===== src/rtl/disp_pkg.sv =====
// disp_pkg: constants, FSM states and the better-than rule
// shared by every disparity selector in the codebase.
package disp_pkg;

  localparam bit MODE_MIN = 1'b0;
  localparam bit MODE_MAX = 1'b1;

  localparam int CMP_W = 32;
  typedef logic [CMP_W-1:0] cmp_t;

  typedef enum logic [1:0] {
    ST_IDLE,
    ST_ACCUM,
    ST_HOLD
  } disp_state_e;

  // a beats b: strictly better score, or equal score at lower index
  function automatic logic better(
    input logic mx,
    input cmp_t sa,
    input cmp_t ia,
    input cmp_t sb,
    input cmp_t ib
  );
    if (sa == sb) return ia < ib;
    return mx ? (sa > sb) : (sa < sb);
  endfunction

  function automatic cmp_t pick(
    input logic mx,
    input cmp_t a,
    input cmp_t b
  );
    return (mx ? (a > b) : (a < b)) ? a : b;
  endfunction

endpackage


===== src/rtl/disparity_select_cand_reduce.sv =====
// cand_reduce: combinational best / second-best tournament tree
// over one beat of LANES scores, lower lane wins ties.
module cand_reduce #(
  parameter int SCORE_W  = 18,
  parameter int LANES    = 4,
  parameter int LW       = (LANES > 1) ? $clog2(LANES) : 1,
  parameter int MODE_MAX = 0
) (
  input  logic [LANES*SCORE_W-1:0] i_score,
  output logic [SCORE_W-1:0]       o_best,
  output logic [LW-1:0]            o_idx,
  output logic [SCORE_W-1:0]       o_sec,
  output logic                     o_sec_vld
);
  import disp_pkg::*;

  localparam logic SEL = (MODE_MAX != 0) ?
    disp_pkg::MODE_MAX : disp_pkg::MODE_MIN;
  localparam int N2 = 1 << $clog2(LANES);
  localparam int NN = 2 * N2;

  typedef logic [SCORE_W-1:0] score_t;

  function automatic void reduce(
    input  logic [LANES*SCORE_W-1:0] s,
    output score_t                   best,
    output logic [LW-1:0]            idx,
    output score_t                   sec,
    output logic                     sec_v
  );
    score_t        bs [NN];
    logic [LW-1:0] bi [NN];
    logic          bv [NN];
    score_t        ss [NN];
    logic          sv [NN];
    for (int n = 0; n < NN; n++) begin
      bs[n] = '0;
      bi[n] = '0;
      bv[n] = 1'b0;
      ss[n] = '0;
      sv[n] = 1'b0;
    end
    for (int k = 0; k < LANES; k++) begin
      bs[N2+k] = s[k*SCORE_W +: SCORE_W];
      bi[N2+k] = LW'(k);
      bv[N2+k] = 1'b1;
    end
    // padding leaves sit on the right, so a valid right child
    // always has a valid left sibling
    for (int n = N2 - 1; n >= 1; n--) begin
      int w;
      int l;
      if (!bv[2*n+1]) begin
        bs[n] = bs[2*n];
        bi[n] = bi[2*n];
        bv[n] = bv[2*n];
        ss[n] = ss[2*n];
        sv[n] = sv[2*n];
      end else begin
        w = better(SEL,
                   cmp_t'(bs[2*n]), cmp_t'(bi[2*n]),
                   cmp_t'(bs[2*n+1]), cmp_t'(bi[2*n+1]))
            ? 2*n : 2*n + 1;
        l = w ^ 1;
        bs[n] = bs[w];
        bi[n] = bi[w];
        bv[n] = 1'b1;
        ss[n] = sv[w]
              ? score_t'(pick(SEL, cmp_t'(bs[l]), cmp_t'(ss[w])))
              : bs[l];
        sv[n] = 1'b1;
      end
    end
    best  = bs[1];
    idx   = bi[1];
    sec   = ss[1];
    sec_v = sv[1];
  endfunction

  always_comb begin
    reduce(i_score, o_best, o_idx, o_sec, o_sec_vld);
  end

endmodule


===== src/rtl/disparity_select.sv =====
// disparity_select: streams NUM_CAND scores in LANES-wide beats and
// reports the best index, its score and the margin to second-best.
module disparity_select #(
  parameter int SCORE_W  = 18,
  parameter int NUM_CAND = 64,
  parameter int LANES    = 4,
  parameter int IDX_W    = 8,
  parameter int MODE_MAX = 0
) (
  input  logic                     clk,
  input  logic                     rst_n,
  input  logic                     in_valid,
  output logic                     in_ready,
  input  logic [LANES*SCORE_W-1:0] in_score,
  output logic                     out_valid,
  input  logic                     out_ready,
  output logic [IDX_W-1:0]         out_idx,
  output logic [SCORE_W-1:0]       out_score,
  output logic [SCORE_W-1:0]       out_margin
);
  import disp_pkg::*;

  localparam int LN = (LANES < 1) ? 1 : LANES;
  localparam int NB = NUM_CAND / LN;
  localparam int CW = $clog2(NB) + 1;
  localparam int LW = (LN > 1) ? $clog2(LN) : 1;
  localparam logic SEL = (MODE_MAX != 0) ?
    disp_pkg::MODE_MAX : disp_pkg::MODE_MIN;

  if (LANES < 1) begin : g_bad_lanes
    $error("disparity_select: LANES must be >= 1");
  end
  if ((NUM_CAND % LN) != 0) begin : g_bad_div
    $error("disparity_select: NUM_CAND not a multiple of LANES");
  end
  if ((longint'(1) << IDX_W) < longint'(NUM_CAND)) begin : g_bad_idx
    $error("disparity_select: IDX_W too narrow for NUM_CAND");
  end

  typedef logic [SCORE_W-1:0] score_t;

  disp_state_e   r_state;
  disp_state_e   w_state_nxt;
  logic [CW-1:0] r_cnt;
  logic [CW-1:0] w_cnt_nxt;
  logic [CW-1:0] w_bidx;

  logic          w_acc;
  logic          w_first;
  logic          w_last;

  score_t        w_l_best;
  logic [LW-1:0] w_l_idx;
  score_t        w_l_sec;
  logic          w_l_sec_vld;
  logic [IDX_W-1:0] w_gidx;

  score_t        w_m_best;
  logic [IDX_W-1:0] w_m_idx;
  score_t        w_m_sec;
  logic          w_m_sec_vld;
  score_t        w_margin;

  score_t        r_best;
  logic [IDX_W-1:0] r_idx;
  score_t        r_sec;
  logic          r_sec_vld;

  logic [IDX_W-1:0] r_out_idx;
  score_t        r_out_score;
  score_t        r_out_margin;

  cand_reduce #(
    .SCORE_W  (SCORE_W),
    .LANES    (LN),
    .LW       (LW),
    .MODE_MAX (MODE_MAX)
  ) u_reduce (
    .i_score   (in_score),
    .o_best    (w_l_best),
    .o_idx     (w_l_idx),
    .o_sec     (w_l_sec),
    .o_sec_vld (w_l_sec_vld)
  );

  assign in_ready  = (r_state != ST_HOLD) || out_ready;
  assign out_valid = (r_state == ST_HOLD);
  assign out_idx    = r_out_idx;
  assign out_score  = r_out_score;
  assign out_margin = r_out_margin;

  // any beat taken outside ACCUM starts a fresh search
  assign w_acc   = in_valid && in_ready;
  assign w_first = (r_state != ST_ACCUM);
  assign w_bidx  = w_first ? '0 : r_cnt;
  assign w_last  = (w_bidx == CW'(NB - 1));
  assign w_gidx  = IDX_W'(w_bidx) * IDX_W'(LN)
                 + IDX_W'(w_l_idx);

  always_comb begin
    w_state_nxt = r_state;
    unique case (r_state)
      ST_IDLE: begin
        if (w_acc)
          w_state_nxt = w_last ? ST_HOLD : ST_ACCUM;
      end
      ST_ACCUM: begin
        if (w_acc && w_last)
          w_state_nxt = ST_HOLD;
      end
      ST_HOLD: begin
        if (out_ready) begin
          if (w_acc)
            w_state_nxt = w_last ? ST_HOLD : ST_ACCUM;
          else
            w_state_nxt = ST_IDLE;
        end
      end
      default: w_state_nxt = ST_IDLE;
    endcase
  end

  always_comb begin
    w_cnt_nxt = r_cnt;
    if (w_acc)
      w_cnt_nxt = w_last ? '0 : w_bidx + 1'b1;
  end

  always_ff @(posedge clk or negedge rst_n) begin
    if (!rst_n) begin
      r_state <= ST_IDLE;
      r_cnt   <= '0;
    end else begin
      r_state <= w_state_nxt;
      r_cnt   <= w_cnt_nxt;
    end
  end

  // running candidates always carry lower indices than the beat
  always_comb begin
    w_m_best    = w_l_best;
    w_m_idx     = w_gidx;
    w_m_sec     = w_l_sec;
    w_m_sec_vld = w_l_sec_vld;
    if (!w_first) begin
      w_m_sec_vld = 1'b1;
      if (better(SEL, cmp_t'(r_best), cmp_t'(r_idx),
                 cmp_t'(w_l_best), cmp_t'(w_gidx))) begin
        w_m_best = r_best;
        w_m_idx  = r_idx;
        w_m_sec  = r_sec_vld
                 ? score_t'(pick(SEL, cmp_t'(r_sec),
                                 cmp_t'(w_l_best)))
                 : w_l_best;
      end else begin
        w_m_sec  = w_l_sec_vld
                 ? score_t'(pick(SEL, cmp_t'(w_l_sec),
                                 cmp_t'(r_best)))
                 : r_best;
      end
    end
  end

  always_comb begin
    w_margin = '0;
    if (w_m_sec_vld)
      w_margin = SEL ? (w_m_best - w_m_sec)
                     : (w_m_sec - w_m_best);
  end

  always_ff @(posedge clk or negedge rst_n) begin
    if (!rst_n) begin
      r_best       <= '0;
      r_idx        <= '0;
      r_sec        <= '0;
      r_sec_vld    <= 1'b0;
      r_out_idx    <= '0;
      r_out_score  <= '0;
      r_out_margin <= '0;
    end else begin
      if (w_acc) begin
        r_best    <= w_m_best;
        r_idx     <= w_m_idx;
        r_sec     <= w_m_sec;
        r_sec_vld <= w_m_sec_vld;
      end
      if (w_acc && w_last) begin
        r_out_idx    <= w_m_idx;
        r_out_score  <= w_m_best;
        r_out_margin <= w_margin;
      end
    end
  end

endmodule

===== config.mk =====
export PLATFORM = sky130hd
export DESIGN_NAME = disparity_select
export DESIGN_NICKNAME = d
export VERILOG_FILES = /design/src/rtl/disp_pkg.sv /design/src/rtl/disparity_select_cand_reduce.sv /design/src/rtl/disparity_select.sv
export SDC_FILE = /design/constraint.sdc
export NUM_CORES = 1
export LEC_CHECK = 0
export CAP_MARGIN = 20
export CORE_ASPECT_RATIO = 1.2
export CORE_UTILIZATION = 58
export CTS_CLUSTER_SIZE = 12
export DETAILED_ROUTE_END_ITERATION = 7
export PLACE_DENSITY = 0.81
export SETUP_SLACK_MARGIN = 0.15
export SYNTH_ARGS = -nofsm -noshare
export SYNTH_HDL_FRONTEND = slang
export SYNTH_SLANG_ARGS = --single-unit

===== constraint.sdc =====
create_clock -name clk -period 6.9 [get_ports clk]
set_clock_uncertainty 0.05 [all_clocks]
set_input_delay 1.38 -clock clk [delete_from_list [all_inputs] [get_ports clk]]
set_output_delay 1.38 -clock clk [all_outputs]
set_load 0.1 [all_outputs]

==> impl_metrics.toml, run 1 <==
[floorplanning]
initial_core_util_pct = 59.6
die_y_um = 146
fp.dieW_um = 122
ios = 122
rows = 52

[placed_design]
dpl.hpwl_mm = 28.8
portBuffers = 121
gp_congestion = 1.03

[synthesis]
syn_nets = 1429
synth_cell_types = 73
synth_seq_cells = 96
yosys_most_used_dff = "dfrtp_1"
yosys_warnings = 0
synth_cells = 1205
synth_edf_count = 0
synthArstFlopShare_pct = 100
yosysSeqAreaShare_pct = 23.8
avgSynthCellArea_um2 = 8.37
synth_area_um2 = 10100

[clock_tree]
clockBufferDepth = 2
clock-sinks = 96
cts_setup_buffers = 88
cts_hold_buf = 0
cts_buffers = 9
cts_resized = 527
cts_root_buf = "clkbuf_16"
cts_max_level = 3

[run_status]
tool.error = "[ERROR DPL-0038] Utilization greater than 100%, impossible to legalize"
status = "aborted with a tool error"
stop_stage = "clock tree synthesis (4_1_cts)"
-- per-stage QoR --
step	utilization, %	cells	setup TNS [ps]	setup WS (ps)	instance area [um^2]
global placement	86.3	1849	-214680	-4760	14600
detailed placement	86.3	1849	-245270	-5390	14600
floorplan	-	1205	-111230	-3870	10700
-- cell usage after synthesis, types with 10 or more instances --
library cell	number	area share, %
mux2_2	24	2.7
a21o_1	19	1.4
nor2_1	45	1.7
o22ai_1	18	1.1
xnor2_1	11	0.96
nand4_1	22	1.4
mux2i_1	125	12
clkbuf_1	28	1.0
nand3_1	24	1.2
nand2_1	159	5.9
inv_1	123	4.6
nand2b_1	13	0.81
o211ai_1	24	1.8
nor2b_1	10	0.62
o21ai_0	94	4.7
dfrtp_1	96	24
ha_1	147	18
a21oi_1	76	3.8
-- cells by family after synthesis --
logic type | share of synthesized area, %
buffers and inverters | 6.74
flip-flops | 23.8
AND/OR/NAND/NOR | 14.3
XOR/XNOR | 1.39
adder cells (fa/ha/maj) | 18.4
multiplexers | 15.5
AO/OA/AOI/OAI | 19.8
==> run 2: changes to the inputs <==
--- a/config.mk
+++ b/config.mk
@@ -6,12 +6,9 @@
 export NUM_CORES = 1
 export LEC_CHECK = 0
 export CAP_MARGIN = 20
-export CORE_ASPECT_RATIO = 1.2
-export CORE_UTILIZATION = 58
-export CTS_CLUSTER_SIZE = 12
+export CORE_UTILIZATION = 40
 export DETAILED_ROUTE_END_ITERATION = 7
-export PLACE_DENSITY = 0.81
-export SETUP_SLACK_MARGIN = 0.15
+export PLACE_DENSITY_LB_ADDON = 0.15
 export SYNTH_ARGS = -nofsm -noshare
 export SYNTH_HDL_FRONTEND = slang
 export SYNTH_SLANG_ARGS = --single-unit
==> run 2 against run 1 <==
The flow now finishes, with violations (negative setup slack). Synthesized cell count is the same. Synthesized area did not move.
==> impl_metrics.toml, run 2 <==
[synthesis]
synth_top_area_share_pct = 23.8
synth.area.top_cells = "dfrtp_1, ha_1, mux2i_1"
synth_area_um2 = 10100
yosysTopAreaCell = "dfrtp_1"
yosys_most_used_dff = "dfrtp_1"
yosysMostFrequentCell = "nand2_1"
yosysSeqAreaShare_pct = 23.8
synthArstFlopShare_pct = 100
synth_cell_types = 73
avgSynthCellArea_um2 = 8.37
synth_edf_count = 0
synth_commonest_cells = "nand2_1, ha_1, mux2i_1"
syn_nets = 1429
synth_seq_cells = 96
synth_cells = 1205
yosys_warnings = 0

[setup_path]
max_stage_delay_ps = 410
arrival_ps = 11240
crit_buf_inv = 13
critPathLaunchType = "input pin"
worstSetupPathType = "input pin to flop"
crit_path_frequent_cell = "buf_8"
r2r_end = "out_margin[16]"
path_delay_family = "compound AO/OA/AOI/OAI gates"
crit_slowest_cell = "o41ai_2"
crit_path_max_fanout = 7
endpoint_kind = "flop"
rr_worst_depth = 25
rr_startpoint = "r_state[0]"
required_ps = 7140
r2r_slack_ps = 1490

[layout]
synthToLayoutAreaGrowth_pct = 75.6
nNetsFinal = 1987
drive_gt1_share_pct = 46.3
final_cell_mix = "buf_4, nand2_1, ha_1, dfrtp_1, inv_1"
instances_no_fill = 2091
nFillCells = 1851
n_antenna_cell = 0
final_common_cell = "buf_4"
design_area_um2 = 17700

[placed_design]
portBuffers = 121
place_area_um2 = 14900
gp_congestion = 0.963
dpl.hpwl_mm = 27.2
dpl.cell_count = 1988

[floorplanning]
rows = 57
dieArea_um2 = 25900
ios = 122
die_y_um = 161
initial_core_util_pct = 41.1
fp.coreArea_um2 = 24500
fp.dieW_um = 161

[global_route]
antenna_found_initial = 0
grt_pass1_vias = 11100
grt_pass1_wl_mm = 56.3
grt_max_degree = 62
overflow = 0
grtUsageTotal_pct = 27.4

[detailed_routing]
drt_wl_total_mm = 37.5
wl_per_cell_um = 17.9
drt_iter0_markers = 565
viasPerCell = 5.38
drc = 0
dr_total_vias = 11300
drtPass1Iterations = 6
ant_nets = 0

[sta]
setup_viol = 88
hold_viol = 0
setup_slack_ps = -4090
worstMarginPinSlew_ps = 1030
setup_tns_ps = -151950
layout_min_cycle_time_ps = 10990
finalCritPeriodShare_pct = 159
slew_headroom_pct = 29.3
clock.fmax_ghz = 0.0910
rsz0062_at_grt = "yes"
drv_slew = 0

[flow_run]
maxCapViolCount = 0

[clock_tree]
worst_skew_pair.late_latency_ps = 360
cts_tree = "built"
cts_buffers = 9
cts_max_level = 3
clockBufferDepth = 2
clock-sinks = 96
clkTransAtPathRegs_ps = 70
cts_root_buf = "clkbuf_16"

[min_path]
whs_path_depth = 2
min_to = "r_sec_vld"
min_path_type = "flop to flop"
min-delay-start = "r_sec_vld"

[run_status]
failed_checks = "negative setup slack"
status = "complete, but fails checks"
==> run 2: cell counts after synthesis <==
Identical to the previous run, type by type.
==> run 2: area by class of cell <==
cell class	instances	area, um^2	area share [%]
timing repair buffer	594	5140	29.0
tap	324	405	2.29
sequential	96	2400	13.6
clock inverter	4	53.8	0.304
inverter	124	505	2.85
multi-input combinational	938	8970	50.6
clock buffer	11	243	1.37
==> run 2: repair_timing <==
item / in CTS / in global routing
cloned: 4 / 4
resized for setup: 352 / 160
setup endpoints to repair: 88 / 88
pin swaps: 93 / 108
hold buffers: 0 / 0
buffers inserted: 56 / 40
==> run 2: layer usage <==
metal  vias to the layer above  global-route usage, %  routed length, um
met3                        89                   1.96               1340
met1                      5344                   35.2              16100
met2                       339                   48.1              18500
met4                         0                   10.2               1470
li1                       5479                      -                  -
met5                         -                      0                  0
==> run 2: cell families (layout without fill, tap and decap cells) <==
family                     count (synthesis)  in the layout  synth area share [%]
xor gates and xnor gates                  16             16                  1.39
adders and majority gates                148            148                  18.4
AOI/OAI and AO/OA                        308            308                  19.8
buffers and inverters                    171            733                  6.74
muxes                                    152            152                  15.5
DFF                                       96             96                  23.8
and+or+nand+nor                          314            314                  14.3
==> run 2: worst max path at each step <==
stage | from | to | slack, ps | cells after the start
4_1_cts | in_score[33] | out_margin[16] | -4110 | 54
2_1_floorplan | in_score[26] | out_margin[16] | -3870 | 54
3_5_place_dp | in_score[26] | out_margin[16] | -5110 | 52
3_3_place_gp | in_score[26] | out_margin[16] | -4920 | 52
5_1_grt | in_score[31] | out_margin[17] | -4660 | 57
6_report | in_score[31] | out_margin[17] | -4090 | 54
==> run 2: worst register-to-register path: cells and delay by family (launching register included) <==
kind | cells | cell delay, ps
DFF | 1 | 380
buffers and inverters | 3 | 450
xor gates and xnor gates | 1 | 150
adders and majority gates | 3 | 690
and+or+nand+nor | 3 | 450
AOI/OAI and AO/OA | 15 | 3160
==> run 2: per-stage QoR <==
| stage | utilization, % | setup slack, ps | hold slack, ps |
|---|---|---|---|
| floorplan | - | -3870 | 362 |
| global placement | 60.8 | -4920 | 374 |
| detailed placement | 60.8 | -5110 | 379 |
| CTS | 68.2 | -4110 | 393 |
| global route | 72.2 | -4660 | 450 |
| finish | 72.2 | -4090 | 400 |
Power of run 2 is left out: the tool's default activity adds up to more than one toggle a clock period on the data nets, which glitch-free logic cannot reach.
